==> config.mk <==
export PLATFORM = sky130hd
export DESIGN_NAME = multicycle_ctrl
export DESIGN_NICKNAME = d
export VERILOG_FILES = /design/src/rtl/multicycle_ctrl.sv
export SDC_FILE = /design/constraint.sdc
export NUM_CORES = 1
export LEC_CHECK = 0
export ABC_AREA = 0
export ABC_CLOCK_PERIOD_IN_PS = 4000
export CAP_MARGIN = 15
export CORE_MARGIN = 2
export CORE_UTILIZATION = 30
export CTS_CLUSTER_SIZE = 20
export DETAILED_ROUTE_END_ITERATION = 8
export PLACE_DENSITY = 0.63
export SLEW_MARGIN = 20
export SYNTH_ARGS = -nofsm -noshare
export SYNTH_HDL_FRONTEND = slang
export SYNTH_SLANG_ARGS = --single-unit
==> constraint.sdc <==
create_clock -name clk -period 4 [get_ports clk]
set_input_delay 0.6 -clock clk [delete_from_list [all_inputs] [get_ports clk]]
set_output_delay 0.6 -clock clk [all_outputs]
set_load 0.02 [all_outputs]
==> src/rtl/multicycle_ctrl.sv <==
// multicycle_ctrl: multi-cycle RV32I sequencer (FETCH/DECODE/EXECUTE/MEMORY/WRITEBACK/TRAP)
// with instruction-field latching, ready-timeout trapping and a retired-instruction counter.
module multicycle_ctrl #(
   parameter int unsigned TIMEOUT = 16
) (
   input  logic        clk,
   input  logic        rst,
   input  logic [31:0] instr,
   input  logic        imem_ready,
   input  logic        dmem_ready,
   output logic        fetch_en,
   output logic        dec_en,
   output logic        ex_en,
   output logic        mem_en,
   output logic        wb_en,
   output logic [2:0]  alu_op,
   output logic [2:0]  fn3,
   output logic        fn7_5,
   output logic [6:0]  imm11_5,
   output logic        mem_rd,
   output logic        mem_wr,
   output logic        reg_wr,
   output logic        pc_en,
   output logic [31:0] instret,
   output logic        illegal,
   output logic        timeout_err
);

   localparam int unsigned CW = (TIMEOUT > 2) ? $clog2(TIMEOUT) : 1;

   localparam logic [2:0] S_FETCH  = 3'd0;
   localparam logic [2:0] S_DECODE = 3'd1;
   localparam logic [2:0] S_EXEC   = 3'd2;
   localparam logic [2:0] S_MEM    = 3'd3;
   localparam logic [2:0] S_WB     = 3'd4;
   localparam logic [2:0] S_TRAP   = 3'd5;

   localparam logic [6:0] OP_R      = 7'b0110011;
   localparam logic [6:0] OP_I      = 7'b0010011;
   localparam logic [6:0] OP_LUI    = 7'b0110111;
   localparam logic [6:0] OP_AUIPC  = 7'b0010111;
   localparam logic [6:0] OP_LOAD   = 7'b0000011;
   localparam logic [6:0] OP_STORE  = 7'b0100011;
   localparam logic [6:0] OP_BRANCH = 7'b1100011;
   localparam logic [6:0] OP_JAL    = 7'b1101111;
   localparam logic [6:0] OP_JALR   = 7'b1100111;

   localparam logic [2:0] C_R      = 3'b000;
   localparam logic [2:0] C_I      = 3'b001;
   localparam logic [2:0] C_LOAD   = 3'b010;
   localparam logic [2:0] C_STORE  = 3'b011;
   localparam logic [2:0] C_BRANCH = 3'b100;
   localparam logic [2:0] C_JUMP   = 3'b101;

   logic [2:0]    state;
   logic [2:0]    state_n;
   logic [CW-1:0] wait_cnt;
   logic          legal;
   logic          cnt_inc;
   logic          latch;
   logic          ill_set;
   logic          tmo_set;
   logic [2:0]    cls_c;
   logic          legal_c;
   logic          at_limit;

   // Register-file address bits are decoded elsewhere in the core
   logic unused_bits;
   assign unused_bits = ^{instr[24:15], instr[11:7]};

   assign at_limit = (wait_cnt == CW'(TIMEOUT - 1));

   // Opcode classification of the incoming instruction word
   always_comb begin
      cls_c   = C_R;
      legal_c = 1'b1;
      case (instr[6:0])
         OP_R:                     cls_c = C_R;
         OP_I, OP_LUI, OP_AUIPC:   cls_c = C_I;
         OP_LOAD:                  cls_c = C_LOAD;
         OP_STORE:                 cls_c = C_STORE;
         OP_BRANCH:                cls_c = C_BRANCH;
         OP_JAL, OP_JALR:          cls_c = C_JUMP;
         default:                  legal_c = 1'b0;
      endcase
   end

   // Next-state logic, wait-counter control and sticky-flag set requests
   always_comb begin
      state_n = state;
      cnt_inc = 1'b0;
      latch   = 1'b0;
      ill_set = 1'b0;
      tmo_set = 1'b0;
      case (state)
         S_FETCH: begin
            if (imem_ready) begin
               latch   = 1'b1;
               state_n = S_DECODE;
            end else if (at_limit) begin
               tmo_set = 1'b1;
               state_n = S_TRAP;
            end else begin
               cnt_inc = 1'b1;
            end
         end
         S_DECODE: begin
            if (!legal) begin
               ill_set = 1'b1;
               state_n = S_TRAP;
            end else begin
               state_n = S_EXEC;
            end
         end
         S_EXEC: begin
            if (alu_op == C_LOAD || alu_op == C_STORE) state_n = S_MEM;
            else if (alu_op == C_BRANCH)               state_n = S_FETCH;
            else                                       state_n = S_WB;
         end
         S_MEM: begin
            if (dmem_ready) begin
               state_n = (alu_op == C_LOAD) ? S_WB : S_FETCH;
            end else if (at_limit) begin
               tmo_set = 1'b1;
               state_n = S_TRAP;
            end else begin
               cnt_inc = 1'b1;
            end
         end
         S_WB:    state_n = S_FETCH;
         S_TRAP:  state_n = S_TRAP;
         default: state_n = S_FETCH;
      endcase
   end

   // Moore stage enables and strobes; only the store retire pulse looks at dmem_ready
   always_comb begin
      fetch_en = (state == S_FETCH);
      dec_en   = (state == S_DECODE);
      ex_en    = (state == S_EXEC);
      mem_en   = (state == S_MEM);
      wb_en    = (state == S_WB);
      mem_rd   = (state == S_MEM) && (alu_op == C_LOAD);
      mem_wr   = (state == S_MEM) && (alu_op == C_STORE);
      reg_wr   = (state == S_WB);
      pc_en    = ((state == S_EXEC) && (alu_op == C_BRANCH)) ||
                 ((state == S_MEM) && (alu_op == C_STORE) && dmem_ready) ||
                 (state == S_WB);
   end

   // State register and wait counter; the counter restarts on every state change
   always_ff @(posedge clk or posedge rst) begin
      if (rst) begin
         state    <= S_FETCH;
         wait_cnt <= '0;
      end else begin
         state <= state_n;
         if (state_n != state) wait_cnt <= '0;
         else if (cnt_inc)     wait_cnt <= wait_cnt + CW'(1);
      end
   end

   // Instruction fields and class, captured when the fetch completes
   always_ff @(posedge clk or posedge rst) begin
      if (rst) begin
         alu_op  <= 3'b000;
         fn3     <= 3'b000;
         fn7_5   <= 1'b0;
         imm11_5 <= 7'b0;
         legal   <= 1'b0;
      end else if (latch) begin
         alu_op  <= cls_c;
         legal   <= legal_c;
         imm11_5 <= instr[31:25];
         fn7_5   <= (instr[6:0] == OP_R) ? instr[30] : 1'b0;
         fn3     <= (instr[6:0] == OP_LUI || instr[6:0] == OP_AUIPC || instr[6:0] == OP_JAL)
                    ? 3'b000 : instr[14:12];
      end
   end

   // Retired-instruction counter and sticky error flags
   always_ff @(posedge clk or posedge rst) begin
      if (rst) begin
         instret     <= 32'd0;
         illegal     <= 1'b0;
         timeout_err <= 1'b0;
      end else begin
         if (pc_en)   instret     <= instret + 32'd1;
         if (ill_set) illegal     <= 1'b1;
         if (tmo_set) timeout_err <= 1'b1;
      end
   end

endmodule

==> results of run 1 <==
[sequential cells by signal (all words and copies together), names as in the netlist]
signal,cells
imm11_5,7
instret,32
state,3
illegal,1
fn3,3
timeout_err,1
fn7_5,1
wait_cnt,4
alu_op,3
legal,1
[metrics by stage]
| step | cells | hold WS (ns) | utilization (%) | power (W) |
|---|---|---|---|---|
| 2_1_floorplan | 280 | 0.5037 | - | 0.001272 |
| 3_3_place_gp | 460 | 0.4413 | 40.12 | 0.001598 |
| 3_5_place_dp | 460 | 0.4501 | 40.12 | 0.001605 |
| 4_1_cts | 468 | 0.4784 | 41.34 | 0.001997 |
| 5_1_grt | 468 | 0.5008 | 41.34 | 0.002106 |
| 6_report | 468 | 0.4720 | 41.34 | 0.001971 |
[path summary, 6_finish.rpt]
check / to / slack (ns) / depth (start not counted)
worst max-delay path: pc_en / 1.00 / 4
worst min-delay path: illegal / 0.47 / 1
worst max register to register: instret[4] / 1.71 / 6
worst min register to register: illegal / 0.47 / 1
max in group asynchronous: instret[5] / 2.46 / 3
min in group asynchronous: instret[9] / 0.75 / 2
[cell families after synthesis]
group / after synthesis
simple gates: 137
flops: 56
xor+xnor: 34
compound gates: 31
buf+inv: 18
mux: 2
fa+ha+maj: 2
[layer usage]
metal	up-vias	GRT usage, %	wire length [um]
met1	1111	18.51	3059
met3	8	3.190	322
li1	1127	-	-
met5	-	0	0
met4	0	4.742	135
met2	59	21.48	3057
[cell type report]
class / instances / area, sq um
timing repair buffer: 79 / 785.8
sequential: 56 / 1401
clock inverter: 2 / 38.79
clock buffer: 6 / 72.57
inverter: 8 / 30.03
tap: 111 / 138.9
fill: 910 / 5369
multi-input combinational: 206 / 1316
[power by group]
part	switching (W)	total [W]	internal (W)
sequential	0.000125	0.000795	0.000670
combinational	0.000433	0.000796	0.000364
clock	0.000191	0.000381	0.000190
[synth_stat cells, types with 5 or more instances]
cell                       number  area share [%]
sky130_fd_sc_hd__a21oi_1        5            0.90
sky130_fd_sc_hd__and2_1         5             1.1
sky130_fd_sc_hd__and3_1        11             2.5
sky130_fd_sc_hd__clkbuf_1       7            0.94
sky130_fd_sc_hd__dfrtp_1       56              50
sky130_fd_sc_hd__inv_1          8             1.1
sky130_fd_sc_hd__nand2_1       40             5.4
sky130_fd_sc_hd__nand3_1       19             3.4
sky130_fd_sc_hd__nand4_1       12             2.7
sky130_fd_sc_hd__nor2_1        14             1.9
sky130_fd_sc_hd__nor3_1        10             1.8
sky130_fd_sc_hd__nor3b_1        5             1.3
sky130_fd_sc_hd__o21ai_0        6             1.1
sky130_fd_sc_hd__xnor2_1       28             8.8
sky130_fd_sc_hd__xor2_1         6             1.9
==> results.yml, run 1 <==
synthesis:
  synthesis.area_sq_um: 2791
  synth_sequential_area_ratio_pct: 50.20
  synth.distinct_cells: 44
  synth_flop_cell: "sky130_fd_sc_hd__dfrtp_1"
  post_synth_xor_area_fraction_pct: 10.67
  yosys-mux-area-fraction_pct: 0.7620
  synth_cells: 280
  synth.yosys.warnings: 0
  synth_nets: 318
  synthArstFlopShare_pct: 100.0
  yosys.area_share.simple_pct: 26.22
  synth_area_per_cell_sq_um: 9.969
  synth_edf_count: 0
  synth-seq-cells: 56
  synth-adder-area-share_pct: 0.8965
  synth_compound_gate_area_share_pct: 8.606
  largest_family_of_logic_cells_by_synthesized_area: "simple AND/OR/NAND/NOR gates"
clock_network:
  cts_resized: 0
  cts-hold-fix-buffers: 0
  worst_skew_late_latency_ns: 0.31
  clkTransAtPathRegs_ns: 0.10
  tritoncts: "built"
  ctsLongestPathBuffers: 2
  cts-buffers-inserted: 5
  clock_net_sink_count: 56
  cts_h_tree_lvls: 2
  cts.repair_timing.setup_buffer_count: 0
  cts_root_buf: "sky130_fd_sc_hd__clkbuf_8"
detailed_routing:
  via_per_inst: 4.925
  detail_route.wirelength_um: 6575
  firstDrtPassIters: 4
  drt_iter0_drc: 99
  detail_route.drc_violations: 0
  antenna_violating_nets_post_route: 0
  route.vias.total: 2305
  wl_per_cell_um: 14.05
final_layout:
  drive_above_1_share_pct: 5.322
  layout.cells.most_common: "sky130_fd_sc_hd__clkdlybuf4s50_1"
  n_antenna_cell: 0
  design_area_sq_um: 3784
  synth_to_final_area_change_pct: 35.54
  most_frequent_cells_in_the_layout: "sky130_fd_sc_hd__clkdlybuf4s50_1 (77), sky130_fd_sc_hd__dfrtp_1 (56), sky130_fd_sc_hd__nand2_1 (40)"
  num-nets-final: 394
sta:
  timing_max_transition_violations_final: 0
  finalHoldViolations: 0
  finalSetupViolCount: 0
  rsz0062_at_grt: "false"
  max_slew_margin_pct: 46.41
  fin_tns_setup_ns: 0
  final.setup_skew_ns: 0.01349
  final_period_minus_worst_setup_slack_ns: 2.996
  max_freq_mhz: 333.8
  timing.final.ws_setup_ns: 1.004
  worst_margin_slew_ns: 0.8027
  final.period_utilization_pct: 74.90
place:
  port_buffers: 77
  place.gp.congestion: 0.8389
  postPlaceCellArea_sq_um: 3672
  dp_hpwl_um: 4851
  post-place-ws_ns: 1.135
job:
  drv.max_cap_violation_count: 0
critical_path:
  startpoint_type: "register"
  crit_family: "simple AND/OR/NAND/NOR gates"
  critical_path.endpoint_type: "output port"
  worstPathCellList: "nor3b_1, a21oi_2, nand2_1, clkdlybuf4s50_1"
  crit_path_max_incr_delay_ns: 0.64
  rr_startpoint: "state[2]"
  critical_path.max_fanout: 14
  worst_path_max_delay_cell: "sky130_fd_sc_hd__clkdlybuf4s50_1"
  cp.buffers_inverters: 1
  crit_start: "state[2]"
  critical_path_class: "reg -> out"
  data_arrival_at_the_endpoint_of_the_critical_path_ns: 2.40
  worst_ep_required_time_ns: 3.40
floorplan:
  fp.dieArea_sq_um: 10090
  fp.coreArea_sq_um: 9153
  starting_density_pct: 30.50
  die-height_um: 100.5
  floorplan.die.width_um: 100.5
  io_pins: 93
  row_count: 35
grt:
  antenna_found_initial: 0
  grt_pass1_vias: 2293
  first_pass_grt_wire_length_um: 11080
  pin_count_of_the_biggest_net_entering_global_routing: 38
  grt_overflow_total: 0
  grt_use_total_pct: 13.65
min_path:
  hold_path.startpoint: "illegal"
  kind_of_path_behind_the_tightest_hold_check: "reg -> reg"
pwr:
  power_density_nw_per_um2: 521.0
  ir_worst_vdd_mv: 0.2450
  p_leak_nw: 1.581
status:
  outcome: "finished, final reports clean"
No activity file was read; power rests on OpenSTA's default activity.
==> inputs of run 2 (changes only) <==
Settings changed: ABC_CLOCK_PERIOD_IN_PS 4000 to 3100.
Clock period 4 ns to 3.1 ns, I/O delays scaled along.
==> results.yml, run 2 (synthesized netlist as in run 1, its figures left out) <==
critical_path:
  worst_path_max_delay_cell: "sky130_fd_sc_hd__clkdlybuf4s50_1"
  worstPathCellList: "and3b_1, nand4_2, nand2_1, clkdlybuf4s50_1"
  critical_path_class: "reg -> out"
  crit_path_max_incr_delay_ns: 0.64
  critical_path.max_fanout: 15
  startpoint_type: "register"
  worst_ep_required_time_ns: 2.63
  critical_path.endpoint_type: "output port"
  data_arrival_at_the_endpoint_of_the_critical_path_ns: 2.33
place:
  port_buffers: 77
  place.gp.congestion: 0.8041
  dp_hpwl_um: 4950
  postPlaceCellArea_sq_um: 3700
  numPlacedInstances: 462
  post-place-ws_ns: 0.4985
final_layout:
  max_flop_register: "instret"
  synth_to_final_area_change_pct: 35.95
  design_area_sq_um: 3795
  drive_above_1_share_pct: 6.128
  layout.cells.most_common: "sky130_fd_sc_hd__clkdlybuf4s50_1"
  n_antenna_cell: 0
  largest_registers: "instret: 32 flops, imm11_5: 7 flops, wait_cnt: 4 flops"
  most_frequent_cells_in_the_layout: "sky130_fd_sc_hd__clkdlybuf4s50_1 (77), sky130_fd_sc_hd__dfrtp_1 (56), sky130_fd_sc_hd__nand2_1 (40)"
  fillCellCount: 888
  num-nets-final: 396
  final_core_utilization_pct: 41.46
  fin_cells: 470
  largest_register_ffs: 32
clock_network:
  worst_skew_late_latency_ns: 0.32
  clkTransAtPathRegs_ns: 0.11
  tritoncts: "built"
  clock_net_sink_count: 56
  cts_root_buf: "sky130_fd_sc_hd__clkbuf_8"
  cts_resized: 0
  cts_h_tree_lvls: 2
  ctsLongestPathBuffers: 2
  cts.repair_timing.setup_buffer_count: 0
  cts-hold-fix-buffers: 0
  cts-buffers-inserted: 5
detailed_routing:
  firstDrtPassIters: 4
  drt_iter0_drc: 65
  wl_per_cell_um: 14.06
  detail_route.drc_violations: 0
  via_per_inst: 4.860
  antenna_violating_nets_post_route: 0
  detail_route.wirelength_um: 6610
  route.vias.total: 2284
pwr:
  sequentialPowerShare_pct: 41.1
  power_density_nw_per_um2: 661.3
  switchingPower_w: 0.0009934
  power_frac_clock_pct: 17.3
  p_leak_nw: 1.589
  p_sw_share_pct: 39.59
  comb_power_share_pct: 41.6
  internal_cell_power_w: 0.001516
  ir_worst_vdd_mv: 0.2644
grt:
  grt_overflow_total: 0
  grt_use_total_pct: 14.17
  first_pass_grt_wire_length_um: 11450
  pin_count_of_the_biggest_net_entering_global_routing: 31
  grt_pass1_vias: 2315
  antenna_found_initial: 0
min_path:
  kind_of_path_behind_the_tightest_hold_check: "reg -> reg"
floorplan:
  die-height_um: 100.5
  fp.dieArea_sq_um: 10090
  fp.coreArea_sq_um: 9153
  io_pins: 93
  floorplan.die.width_um: 100.5
  row_count: 35
  starting_density_pct: 30.50
sta:
  timing.final.ws_setup_ns: 0.3051
  final_period_minus_worst_setup_slack_ns: 2.795
  max_slew_margin_pct: 60.55
  timing_max_transition_violations_final: 0
  max_freq_mhz: 357.8
  rsz0062_at_grt: "false"
  finalHoldViolations: 0
  finalSetupViolCount: 0
  final.period_utilization_pct: 90.16
  final.setup_skew_ns: 0.01452
  worst_margin_slew_ns: 0.5909
  fin_tns_setup_ns: 0
job:
  drv.max_cap_violation_count: 0
status:
  outcome: "finished, final reports clean"
==> run 2: cell types whose count changed in the layout (fill, tap and decap cells not counted), sizes merged <==
cell and delta:
buf +2, inv +1, clkinv +1, clkbuf -1, bufinv -1
==> run 2: layout make-up <==
type,instances,area (sq um),share of cell area (%)
multi-input combinational,206,1316,34.69
sequential,56,1401,36.93
clock buffer,5,68.82,1.813
clock inverter,3,26.28,0.6924
timing repair buffer,81,813.3,21.43
tap,111,138.9,3.660
inverter,8,30.03,0.7913
==> run 2: layer usage <==
metal | share of wire (%) | global-route usage (%)
met1 | 47 | 19.32
met2 | 48 | 22.46
met3 | 4.2 | 3.121
met4 | 1.2 | 4.636
met5 | 0 | 0
==> run 2: path summary, 6_finish.rpt <==
kind | startpoint | end | slack [ns] | cells past startpoint
max | state[1] | pc_en | 0.31 | 4
min | illegal | illegal | 0.48 | 1
max reg2reg | state[1] | instret[4] | 0.90 | 6
min reg2reg | illegal | illegal | 0.48 | 1
max in group asynchronous | rst | alu_op[0] | 2.00 | 3
min in group asynchronous | rst | instret[5] | 0.52 | 2
==> run 2: through the flow <==
| step | total power (W) | hold slack, ns |
|---|---|---|
| final | 0.002509 | 0.4792 |
| after floorplan | 0.001641 | 0.5037 |
| after detailed placement | 0.002099 | 0.4519 |
| after global routing | 0.002675 | 0.4955 |
| after CTS | 0.002545 | 0.4788 |
| after global placement | 0.002078 | 0.4451 |
==> run 2: power groups by stage <==
stage               clock network [W]  logic, W  registers, W
floorplan                           0  0.000535       0.00111
global placement                    0   0.00104       0.00104
detailed placement                  0   0.00106       0.00104
CTS                          0.000454   0.00106       0.00103
global route                 0.000474   0.00114       0.00106
finish                       0.000434   0.00104       0.00103
==> run 2: worst max-delay path: cells and delay by family, from the launching register on <==
family | cells | cell delay, ns
buffers and inverters | 1 | 0.64
DFF | 1 | 0.60
and+or+nand+nor | 3 | 0.77
==> inputs of run 3 (changes only) <==
Settings changed: CORE_UTILIZATION 30 to 25, PLACE_DENSITY 0.63 to 0.56, REMOVE_ABC_BUFFERS set to 1.
==> results.yml, run 3 (synthesized netlist as in run 1, its figures left out) <==
critical_path:
  crit_path_max_incr_delay_ns: 0.63
  worst_path_max_delay_cell: "sky130_fd_sc_hd__clkdlybuf4s50_1"
  path_depth: 4
  endpoint: "pc_en"
  r2r_cells: 5
  critical_path.max_fanout: 14
  rr_startpoint: "state[2]"
  worstPathCellList: "nor3b_1, a21oi_2, nand2_1, clkdlybuf4s50_1"
  worst_ep_required_time_ns: 2.63
  data_arrival_at_the_endpoint_of_the_critical_path_ns: 2.32
  register_to_register_setup_slack_ns: 0.91
  crit_family: "simple AND/OR/NAND/NOR gates"
  reg2reg_to: "instret[23]"
  critical_path.endpoint_type: "output port"
  cp.buffers_inverters: 1
  startpoint_type: "register"
  critical_path_class: "reg -> out"
  crit_start: "state[2]"
floorplan:
  fp.coreArea_sq_um: 10890
  starting_density_pct: 25.64
  fp.dieArea_sq_um: 12030
  row_count: 38
  io_pins: 93
  die-height_um: 109.7
  floorplan.die.width_um: 109.7
detailed_routing:
  firstDrtPassIters: 4
  via_per_inst: 4.646
  detail_route.wirelength_um: 6695
  drt_iter0_drc: 59
  detail_route.drc_violations: 0
  route.vias.total: 2309
  antenna_violating_nets_post_route: 0
  wl_per_cell_um: 13.47
pwr:
  switchingPower_w: 0.0009699
  comb_power_share_pct: 40.2
  power_frac_clock_pct: 19.8
  ir_worst_vdd_mv: 0.2861
  internal_cell_power_w: 0.001600
  power_density_nw_per_um2: 668.9
  p_sw_share_pct: 37.74
  p_leak_nw: 1.591
  sequentialPowerShare_pct: 39.9
clock_network:
  cts-buffers-inserted: 5
  clkTransAtPathRegs_ns: 0.10
  worst_skew_late_latency_ns: 0.31
  cts_h_tree_lvls: 2
  tritoncts: "built"
  cts_resized: 0
  cts.repair_timing.setup_buffer_count: 0
  cts-hold-fix-buffers: 0
  cts_root_buf: "sky130_fd_sc_hd__clkbuf_8"
  ctsLongestPathBuffers: 2
  clock_net_sink_count: 56
sta:
  worst_margin_slew_ns: 0.6005
  final.period_utilization_pct: 89.94
  final.setup_skew_ns: 0.009763
  finalSetupViolCount: 0
  finalHoldViolations: 0
  fin_tns_setup_ns: 0
  max_slew_margin_pct: 59.91
  rsz0062_at_grt: "false"
  timing_max_transition_violations_final: 0
  max_freq_mhz: 358.7
  final_period_minus_worst_setup_slack_ns: 2.788
final_layout:
  num-nets-final: 394
  n_antenna_cell: 0
  fin_cells: 497
  most_frequent_cells_in_the_layout: "sky130_fd_sc_hd__clkdlybuf4s50_1 (77), sky130_fd_sc_hd__dfrtp_1 (56), sky130_fd_sc_hd__nand2_1 (40)"
  drive_above_1_share_pct: 5.602
  synth_to_final_area_change_pct: 37.65
  layout.cells.most_common: "sky130_fd_sc_hd__clkdlybuf4s50_1"
  final_core_utilization_pct: 35.29
  largest_register_ffs: 32
  max_flop_register: "instret"
  largest_registers: "instret: 32 flops, imm11_5: 7 flops, wait_cnt: 4 flops"
  design_area_sq_um: 3842
grt:
  grt_pass1_vias: 2321
  pin_count_of_the_biggest_net_entering_global_routing: 31
  grt_use_total_pct: 11.91
  antenna_found_initial: 0
  grt_overflow_total: 0
  first_pass_grt_wire_length_um: 11230
status:
  outcome: "finished, final reports clean"
min_path:
  kind_of_path_behind_the_tightest_hold_check: "reg -> reg"
place:
  postPlaceCellArea_sq_um: 3721
  place.gp.congestion: 0.7869
  dp_hpwl_um: 5004
  numPlacedInstances: 489
  port_buffers: 77
job:
  drv.max_cap_violation_count: 0
run 3: cell count changes in the layout (fill, tap and decap cells not counted), sizes merged:
cell / change
inv: -2
clkbuf: +1
bufinv: +1
buf: -2
run 3: per-stage QoR:
step | setup WS, ns | power, W | hold slack, ns
2_1_floorplan | 0.3060 | 0.001609 | 0.5037
3_3_place_gp | 0.4842 | 0.002071 | 0.4463
3_5_place_dp | 0.4724 | 0.002088 | 0.4605
4_1_cts | 0.2474 | 0.002613 | 0.4836
5_1_grt | 0.05168 | 0.002754 | 0.4986
6_report | 0.3118 | 0.002570 | 0.4802
run 3: power groups by stage:
stage               Combinational, W  Clock (W)  Sequential (W)
global placement             0.00103          0         0.00104
global route                 0.00113   0.000562         0.00106
floorplan                   0.000475          0         0.00113
detailed placement           0.00105          0         0.00104
CTS                          0.00105   0.000535         0.00103
finish                       0.00103   0.000510         0.00103
run 3: how the worst min path moves through the flow:
stage / endpoint / startpoint / cells after the start
4_1_cts: instret[31] / instret[31] / 1
2_1_floorplan: state[1] / legal / 2
5_1_grt: illegal / illegal / 1
6_report: instret[31] / instret[31] / 1
3_3_place_gp: illegal / illegal / 1
3_5_place_dp: illegal / illegal / 1
run 3: worst register-to-register path, stage by stage, from the launching register on:
cell and delay [ns]:
sky130_fd_sc_hd__dfrtp_1 0.60, sky130_fd_sc_hd__nor3b_1 0.44, sky130_fd_sc_hd__a21oi_2 0.14, sky130_fd_sc_hd__a2111oi_4 0.58, sky130_fd_sc_hd__nand4_1 0.18, sky130_fd_sc_hd__xnor2_1 0.16
run 3: layout make-up:
type | count | area [sq um]
Timing Repair Buffer | 79 | 798.3
Fill cell | 1100 | 7046
Inverter | 8 | 30.03
Multi-Input combinational cell | 206 | 1316
Sequential cell | 56 | 1401
Tap cell | 140 | 175.2
Clock inverter | 2 | 38.79
Clock buffer | 6 | 82.58
run 3: metal layers:
| metal | part of all wire (%) | vias to the layer above | track usage, % |
|---|---|---|---|
| li1 | - | 1128 | - |
| met1 | 46 | 1105 | 15.87 |
| met2 | 46 | 68 | 18.96 |
| met3 | 6.3 | 8 | 2.964 |
| met4 | 1.2 | 0 | 3.797 |
| met5 | 0 | - | 0 |
